[src/rtl/taint_evt_pkg.sv]
// Shared types for the taint event arbiter: FSM states, event record, counter limit.
// The record carries a timestamp field only when TAINT_EVT_TS_EN is defined.
package taint_evt_pkg;

  typedef enum logic [1:0] {
    IDLE  = 2'd0,
    SNAP  = 2'd1,
    RUN   = 2'd2,
    DRAIN = 2'd3
  } evt_state_e;

  localparam logic [15:0] COAL_MAX = 16'hFFFF;

  localparam int EVT_IDX_W = 3;
  localparam int EVT_SUM_W = 8;
  localparam int EVT_TS_W  = 32;

  // Record layout at the default configuration, matching the FIFO entry packing.
  typedef struct packed {
    logic [EVT_IDX_W-1:0] src;
    logic [EVT_SUM_W-1:0] sum;
`ifdef TAINT_EVT_TS_EN
    logic [EVT_TS_W-1:0]  ts;
`endif
  } evt_rec_t;

endpackage

[src/rtl/taint_evt_fifo.sv]
// First-word-fall-through synchronous FIFO; push is accepted when full if a pop
// happens in the same cycle. DEPTH must be a power of two.
module taint_evt_fifo #(
  parameter int  DEPTH = 4,
  parameter int  WIDTH = 8,
  localparam int AW    = (DEPTH > 1) ? $clog2(DEPTH) : 1,
  localparam int CW    = $clog2(DEPTH + 1)
) (
  input  logic             pos_clk,
  input  logic             pos_arst,
  input  logic             push,
  input  logic [WIDTH-1:0] push_data,
  input  logic             pop,
  output logic             head_valid,
  output logic [WIDTH-1:0] head_data,
  output logic [CW-1:0]    count
);

  logic [WIDTH-1:0] mem_reg [DEPTH];
  logic [AW-1:0]    wr_ptr_reg;
  logic [AW-1:0]    rd_ptr_reg;
  logic [CW-1:0]    count_reg;
  logic             do_pop;
  logic             do_push;

  assign do_pop     = pop && (count_reg != '0);
  assign do_push    = push && ((count_reg != CW'(DEPTH)) || do_pop);
  assign head_valid = (count_reg != '0);
  assign head_data  = mem_reg[rd_ptr_reg];
  assign count      = count_reg;

  always_ff @(posedge pos_clk or posedge pos_arst) begin
    if (pos_arst) begin
      wr_ptr_reg <= '0;
      rd_ptr_reg <= '0;
      count_reg  <= '0;
      for (int k = 0; k < DEPTH; k++) mem_reg[k] <= '0;
    end else begin
      if (do_push) begin
        mem_reg[wr_ptr_reg] <= push_data;
        wr_ptr_reg          <= wr_ptr_reg + 1'b1;
      end
      if (do_pop) rd_ptr_reg <= rd_ptr_reg + 1'b1;
      case ({do_push, do_pop})
        2'b10:   count_reg <= count_reg + 1'b1;
        2'b01:   count_reg <= count_reg - 1'b1;
        default: count_reg <= count_reg;
      endcase
    end
  end

endmodule

[src/rtl/taint_event_arbiter.sv]
// Detects changes on N taint_sum inputs, arbitrates pending events round-robin into
// a shared FIFO. Optional timestamps are enabled by defining TAINT_EVT_TS_EN.
module taint_event_arbiter
  import taint_evt_pkg::*;
#(
  parameter int  N_SRC      = 8,
  parameter int  SUM_W      = 8,
  parameter int  FIFO_DEPTH = 4,
`ifdef TAINT_EVT_TS_EN
  parameter int  TS_W       = 32,
`endif
  localparam int IDX_W      = $clog2(N_SRC)
) (
  input  logic                   pos_clk,
  input  logic                   pos_arst,
  input  logic                   en,
  input  logic [N_SRC*SUM_W-1:0] src_sum,
  output logic                   evt_valid,
  input  logic                   evt_ready,
  output logic [IDX_W-1:0]       evt_src,
  output logic [SUM_W-1:0]       evt_sum,
`ifdef TAINT_EVT_TS_EN
  output logic [TS_W-1:0]        evt_ts,
`endif
  output logic [SUM_W+IDX_W-1:0] total_sum,
  output logic [15:0]            coalesce_cnt,
  output logic                   busy
);

  localparam int TOT_W = SUM_W + IDX_W;
`ifdef TAINT_EVT_TS_EN
  localparam int REC_W = IDX_W + SUM_W + TS_W;
`else
  localparam int REC_W = IDX_W + SUM_W;
`endif
  localparam int CNT_W = $clog2(FIFO_DEPTH + 1);

  evt_state_e       state_reg, state_next;
  logic [IDX_W-1:0] rr_ptr_reg, rr_ptr_next;
  logic [N_SRC-1:0] pending_w, chg_w, gnt_vec, coal_vec;
  logic [SUM_W-1:0] pval_w [N_SRC];
  logic             arb_on, sample_on, pop, push_ok, grant, gnt_any;
  logic [IDX_W-1:0] gnt_idx;
  logic [CNT_W-1:0] fifo_count;
  logic [REC_W-1:0] push_rec, head_rec;
  logic [16:0]      coal_sum;
  logic [15:0]      coal_next;
  logic [TOT_W-1:0] total_next;
`ifdef TAINT_EVT_TS_EN
  logic [TS_W-1:0]  ts_reg;
  logic [TS_W-1:0]  pts_w [N_SRC];
`endif

  assign arb_on    = (state_reg == RUN) || (state_reg == DRAIN);
  assign sample_on = (state_reg == RUN);
  assign busy      = (state_reg != IDLE);
  assign pop       = evt_valid & evt_ready;
  assign push_ok   = (int'(fifo_count) < FIFO_DEPTH) || pop;
  assign grant     = arb_on && gnt_any && push_ok;

  // Scan from the far end so the pending source closest to rr_ptr wins.
  always_comb begin
    gnt_any = 1'b0;
    gnt_idx = '0;
    for (int k = N_SRC - 1; k >= 0; k--) begin
      if (pending_w[(int'(rr_ptr_reg) + k) % N_SRC]) begin
        gnt_any = 1'b1;
        gnt_idx = IDX_W'((int'(rr_ptr_reg) + k) % N_SRC);
      end
    end
  end

  assign rr_ptr_next = (gnt_idx == IDX_W'(N_SRC - 1)) ? '0 : gnt_idx + 1'b1;

  for (genvar gi = 0; gi < N_SRC; gi++) begin : g_src
    logic [SUM_W-1:0] cur;
    logic [SUM_W-1:0] shadow_reg;
    logic [SUM_W-1:0] pval_reg;
    logic             pending_reg;
`ifdef TAINT_EVT_TS_EN
    logic [TS_W-1:0]  pts_reg;
    assign pts_w[gi] = pts_reg;
`endif

    assign cur          = src_sum[gi*SUM_W +: SUM_W];
    assign chg_w[gi]    = sample_on && (cur != shadow_reg);
    assign gnt_vec[gi]  = grant && (gnt_idx == IDX_W'(gi));
    assign coal_vec[gi] = chg_w[gi] && pending_reg && !gnt_vec[gi];
    assign pending_w[gi] = pending_reg;
    assign pval_w[gi]    = pval_reg;

    // A detection on the granted source re-arms pending with the new value.
    always_ff @(posedge pos_clk or posedge pos_arst) begin
      if (pos_arst) begin
        shadow_reg  <= '0;
        pval_reg    <= '0;
        pending_reg <= 1'b0;
`ifdef TAINT_EVT_TS_EN
        pts_reg     <= '0;
`endif
      end else begin
        if ((state_reg == SNAP) || chg_w[gi]) shadow_reg <= cur;
        if (chg_w[gi]) begin
          pending_reg <= 1'b1;
          pval_reg    <= cur;
`ifdef TAINT_EVT_TS_EN
          pts_reg     <= ts_reg;
`endif
        end else if (gnt_vec[gi]) begin
          pending_reg <= 1'b0;
        end
      end
    end
  end

`ifdef TAINT_EVT_TS_EN
  assign push_rec = {gnt_idx, pval_w[gnt_idx], pts_w[gnt_idx]};
  assign {evt_src, evt_sum, evt_ts} = head_rec;

  always_ff @(posedge pos_clk or posedge pos_arst) begin
    if (pos_arst) ts_reg <= '0;
    else          ts_reg <= ts_reg + 1'b1;
  end
`else
  assign push_rec = {gnt_idx, pval_w[gnt_idx]};
  assign {evt_src, evt_sum} = head_rec;
`endif

  taint_evt_fifo #(
    .DEPTH (FIFO_DEPTH),
    .WIDTH (REC_W)
  ) u_fifo (
    .pos_clk    (pos_clk),
    .pos_arst   (pos_arst),
    .push       (grant),
    .push_data  (push_rec),
    .pop        (pop),
    .head_valid (evt_valid),
    .head_data  (head_rec),
    .count      (fifo_count)
  );

  always_comb begin
    state_next = state_reg;
    case (state_reg)
      IDLE:    if (en) state_next = SNAP;
      SNAP:    state_next = RUN;
      RUN:     if (!en) state_next = DRAIN;
      DRAIN:   if (pending_w == '0) state_next = IDLE;
      default: state_next = IDLE;
    endcase
  end

  // Several sources may coalesce in the same cycle; each one counts.
  always_comb begin
    coal_sum = {1'b0, coalesce_cnt};
    for (int k = 0; k < N_SRC; k++) coal_sum = coal_sum + 17'(coal_vec[k]);
    coal_next = (coal_sum > 17'(COAL_MAX)) ? COAL_MAX : coal_sum[15:0];
  end

  always_comb begin
    total_next = '0;
    for (int k = 0; k < N_SRC; k++)
      total_next = total_next + TOT_W'(src_sum[k*SUM_W +: SUM_W]);
  end

  always_ff @(posedge pos_clk or posedge pos_arst) begin
    if (pos_arst) begin
      state_reg    <= IDLE;
      rr_ptr_reg   <= '0;
      total_sum    <= '0;
      coalesce_cnt <= '0;
    end else begin
      state_reg    <= state_next;
      if (grant) rr_ptr_reg <= rr_ptr_next;
      total_sum    <= total_next;
      coalesce_cnt <= coal_next;
    end
  end

endmodule

[config.mk]
export PLATFORM = sky130hd
export DESIGN_NAME = taint_event_arbiter
export DESIGN_NICKNAME = d
export VERILOG_FILES = /design/src/rtl/taint_evt_pkg.sv /design/src/rtl/taint_evt_fifo.sv /design/src/rtl/taint_event_arbiter.sv
export SDC_FILE = /design/constraint.sdc
export NUM_CORES = 1
export LEC_CHECK = 0
export CAP_MARGIN = 30
export CORE_MARGIN = 2
export CORE_UTILIZATION = 53
export CTS_CLUSTER_SIZE = 30
export DETAILED_ROUTE_END_ITERATION = 6
export PLACE_DENSITY = 0.73
export SYNTH_ARGS = -nofsm -noshare
export SYNTH_HDL_FRONTEND = slang
export SYNTH_HIERARCHICAL = 1
export SYNTH_SLANG_ARGS = --single-unit
export TNS_END_PERCENT = 1
[constraint.sdc]
create_clock -name pos_clk -period 6.6 [get_ports pos_clk]
set_input_delay 1.32 -clock pos_clk [delete_from_list [all_inputs] [get_ports pos_clk]]
set_output_delay 1.32 -clock pos_clk [all_outputs]
set_load 0.01 [all_outputs]
==> impl_metrics.csv, run 1 <==
group,metric,value,unit
clocking,cts-root-buf,"clkbuf_16",
detailed_routing,final_antenna_net_count,0,
yosys,synth_most_common_cell,"dfrtp_1",
finish,nets,1307,
yosys,synth-edff-count,0,
yosys,syn_nets,1174,
yosys,async_reset_ff_share,100,%
critical_path,start_kind,"register",
critical_path,required,7.04,ns
detailed_routing,wl_met1,12700,µm
floorplan,start_util,54.3,%
global_routing,grt_max_degree,74,
finish,areaGrowthSynthToFinish,18.9,%
critical_path,worstSetupStartpoint,"rr_ptr_reg[1]",
floorplan,chipWidth,159,µm
finish,nFillCells,1821,
detailed_routing,dr.pass1.iters,5,
yosys,syn_inst,1020,
timing,fin_worst_skew,0.0120,ns
yosys,yosys.area.top_type_share,42.9,%
timing,fin_setup_tns,0,ns
yosys,synth_cell_types,60,
detailed_routing,wl_met2,14900,µm
placed_design,hpwl,22400,µm
critical_path,slowest_stage,"fa_1",
critical_path,critical_path_class,"reg2reg",
yosys,yosys-top-cells-count,"dfrtp_1 (219), mux2_2 (158), inv_1 (83)",
pwr,max-vdd-ir-drop,0.318,mV
floorplan,fp.coreArea,23500,µm²
yosys,ys_seq_elements,219,
placed_design,io_buffers,107,
floorplan,die_area,25400,µm²
run,drv_cap,0,
timing,period_share,94.8,%
yosys,synth_top_cell_by_area,"dfrtp_1",
floorplan,num_io_pins,108,
critical_path,endpoint_kind,"register",
global_routing,antenna_found_initial,0,
finish,n_antenna_cell,0,
placed_design,dp_cells,1443,
pwr,leakage,6.49,nW
timing,tightest_slew,0.846,ns
detailed_routing,vias,8223,
detailed_routing,drt_iter0_markers,494,
global_routing,grt_util_all_layers,23.7,%
critical_path,r2r_slack,0.35,ns
detailed_routing,highest_layer,"met4",
detailed_routing,wl_per_cell,19.9,µm
detailed_routing,avgViaCountPerCell,5.52,
critical_path,r2r_cells,25,
yosys,yosysWarningCount,6,
critical_path,endpoint,"coalesce_cnt[2]",
critical_path,worstReg2RegStart,"rr_ptr_reg[1]",
timing,slew_headroom,43.5,%
critical_path,crit_arrival,6.69,ns
finish,finalInstanceArea,15200,µm²
detailed_routing,route.met3.wl,1350,µm
pwr,power_density,592,nW/µm²
clocking,clk_latency,0.51,ns
critical_path,cp_common_cell,"fa_1",
floorplan,num_rows,56,
clocking,cts_buffers,24,
timing,drv_slew,0,
critical_path,max_stage_delay,0.58,ns
clocking,htree_levels,1,
global_routing,grt-ovfl-total,0,
clocking,path_clk_slew,0.06,ns
yosys,seq_area_frac_synth,42.9,%
clocking,cts_tree,"yes",
placed_design,post_dp_cell_area,14300,µm²
timing,fmax,160,MHz
timing,whs,0.479,ns
floorplan,die_h,159,µm
critical_path,r2r-end,"coalesce_cnt[2]",
yosys,synth.avg_cell_area,12.5,µm²
min_path,worstHoldPathType,"reg2reg",
finish,layout-drive-gt1-share,26.5,%
yosys,synth_ff_type,"dfrtp_1",
outcome,outcome,"completed",
timing,setup_viol,0,
detailed_routing,drt_wl_total,29600,µm
detailed_routing,drcViolationCount,0,
critical_path,worst-path-max-fanout,9,
yosys,syn_area,12800,µm²
global_routing,grt_pass1_vias,8522,
yosys,ys_top_cells_by_area,"dfrtp_1 (43%), mux2_2 (14%), fa_1 (8.3%), mux4_2 (6.2%), xnor2_1 (5.2%)",
finish,instances_no_fill,1489,
clocking,cts_sinks,219,
placed_design,gp_congestion,0.888,
clocking,cts-hold-fix-buffers,0,
timing,period_needed,6.25,ns
clocking,cts.path.max_buffers,3,
timing,hold_viol,0,
global_routing,grt_pass1_wl,47300,µm
cell type report:
type / count / area (µm²) / area share [%]
Timing Repair Buffer: 153 / 1440 / 9.50
Multi-Input combinational cell: 668 / 6760 / 44.5
Tap cell: 319 / 399 / 2.63
Sequential cell: 219 / 5480 / 36.1
Inverter: 87 / 337 / 2.22
Clock buffer: 39 / 748 / 4.93
Clock inverter: 4 / 20.0 / 0.132
metal layers:
metal | GRT usage [%] | up-vias
li1 | - | 3789
met1 | 32.5 | 4189
met2 | 40.5 | 201
met3 | 3.28 | 44
met4 | 5.62 | 0
met5 | 0 | -
worst min-delay path by stage:
stage	end	cells after the start	startpoint	slack, ns
2_1_floorplan	g_src[5].pval_reg[1]	2	g_src[5].pval_reg[1]	0.44
3_3_place_gp	g_src[7].pval_reg[6]	2	g_src[7].pval_reg[6]	0.46
3_5_place_dp	g_src[7].pval_reg[6]	2	g_src[7].pval_reg[6]	0.47
4_1_cts	g_src[7].pval_reg[6]	2	g_src[7].pval_reg[6]	0.48
5_1_grt	u_fifo/mem_reg[4]	1	u_fifo/mem_reg[4]	0.51
6_report	g_src[7].pval_reg[3]	2	g_src[7].pval_reg[3]	0.48
repair_timing:
| item | 4_1_cts | 5_1_grt |
|---|---|---|
| gates resized for setup | 0 | 11 |
| setup buffers | 0 | 2 |
| endpoints found under the setup margin | 0 | 16 |
metrics by stage:
step	util (%)	worst slack [ns]	power, mW
2_1_floorplan	-	0.000500	6.25
5_1_grt	64.5	-0.0387	9.63
3_3_place_gp	60.7	0.159	7.51
6_report	64.5	0.345	9.00
4_1_cts	64.2	0.0562	8.99
3_5_place_dp	60.9	0.0741	7.65
layout by cell type, fill, tap and decap left out, drive strengths merged, types with 2 or more instances in the layout:
| cell type | instances |
|---|---|
| a2111oi | 3 |
| a211o | 2 |
| a21o | 4 |
| a21oi | 12 |
| a222oi | 2 |
| a41o | 2 |
| and2 | 4 |
| buf | 46 |
| clkbuf | 39 |
| clkdlybuf4s50 | 107 |
| clkinv | 4 |
| dfrtp | 219 |
| fa | 53 |
| ha | 33 |
| inv | 87 |
| mux2 | 184 |
| mux2i | 12 |
| mux4 | 35 |
| nand2 | 72 |
| nand2b | 4 |
| nand3 | 12 |
| nand4 | 16 |
| nor2 | 23 |
| nor2b | 12 |
| nor3 | 6 |
| nor4 | 3 |
| o211ai | 3 |
| o21ai | 54 |
| o21bai | 2 |
| o221ai | 2 |
| o31a | 2 |
| o41ai | 2 |
| or2 | 4 |
| or3 | 6 |
| xnor2 | 76 |
| xor2 | 9 |
where the power goes:
| part | total (mW) | switching [mW] | leakage [nW] | internal (mW) |
|---|---|---|---|---|
| Clock | 1.30 | 0.531 | 0.382 | 0.770 |
| Combinational | 5.15 | 2.48 | 3.53 | 2.67 |
| Sequential | 2.55 | 0.498 | 2.58 | 2.05 |
| Total | 9.00 | 3.51 | 6.49 | 5.49 |
logic make-up after synthesis:
family                     after synthesis  synth area share (%)
AOI/OAI and AO/OA                       98                  4.88
xor gates and xnor gates                85                  5.83
adders and majority gates               86                  11.5
buffers and inverters                  134                  4.87
DFF                                    219                  42.9
muxes                                  231                  23.7
and+or+nand+nor                        167                  6.34
worst max-delay path, delay by kind of cell, from the launching register on:
family | cells | cell delay [ns]
DFF | 1 | 0.37
adders and majority gates | 6 | 2.51
muxes | 2 | 0.62
buffers and inverters | 6 | 0.59
and+or+nand+nor | 5 | 1.01
AOI/OAI and AO/OA | 6 | 1.09
Note: power is estimated with default switching activity, not from simulation.
==> run 2, diff against run 1 <==
Settings changed: SLEW_MARGIN set to 20.
==> results of run 2 <==
Same layout as run 1: the final DEF is identical, and so are final timing and power.
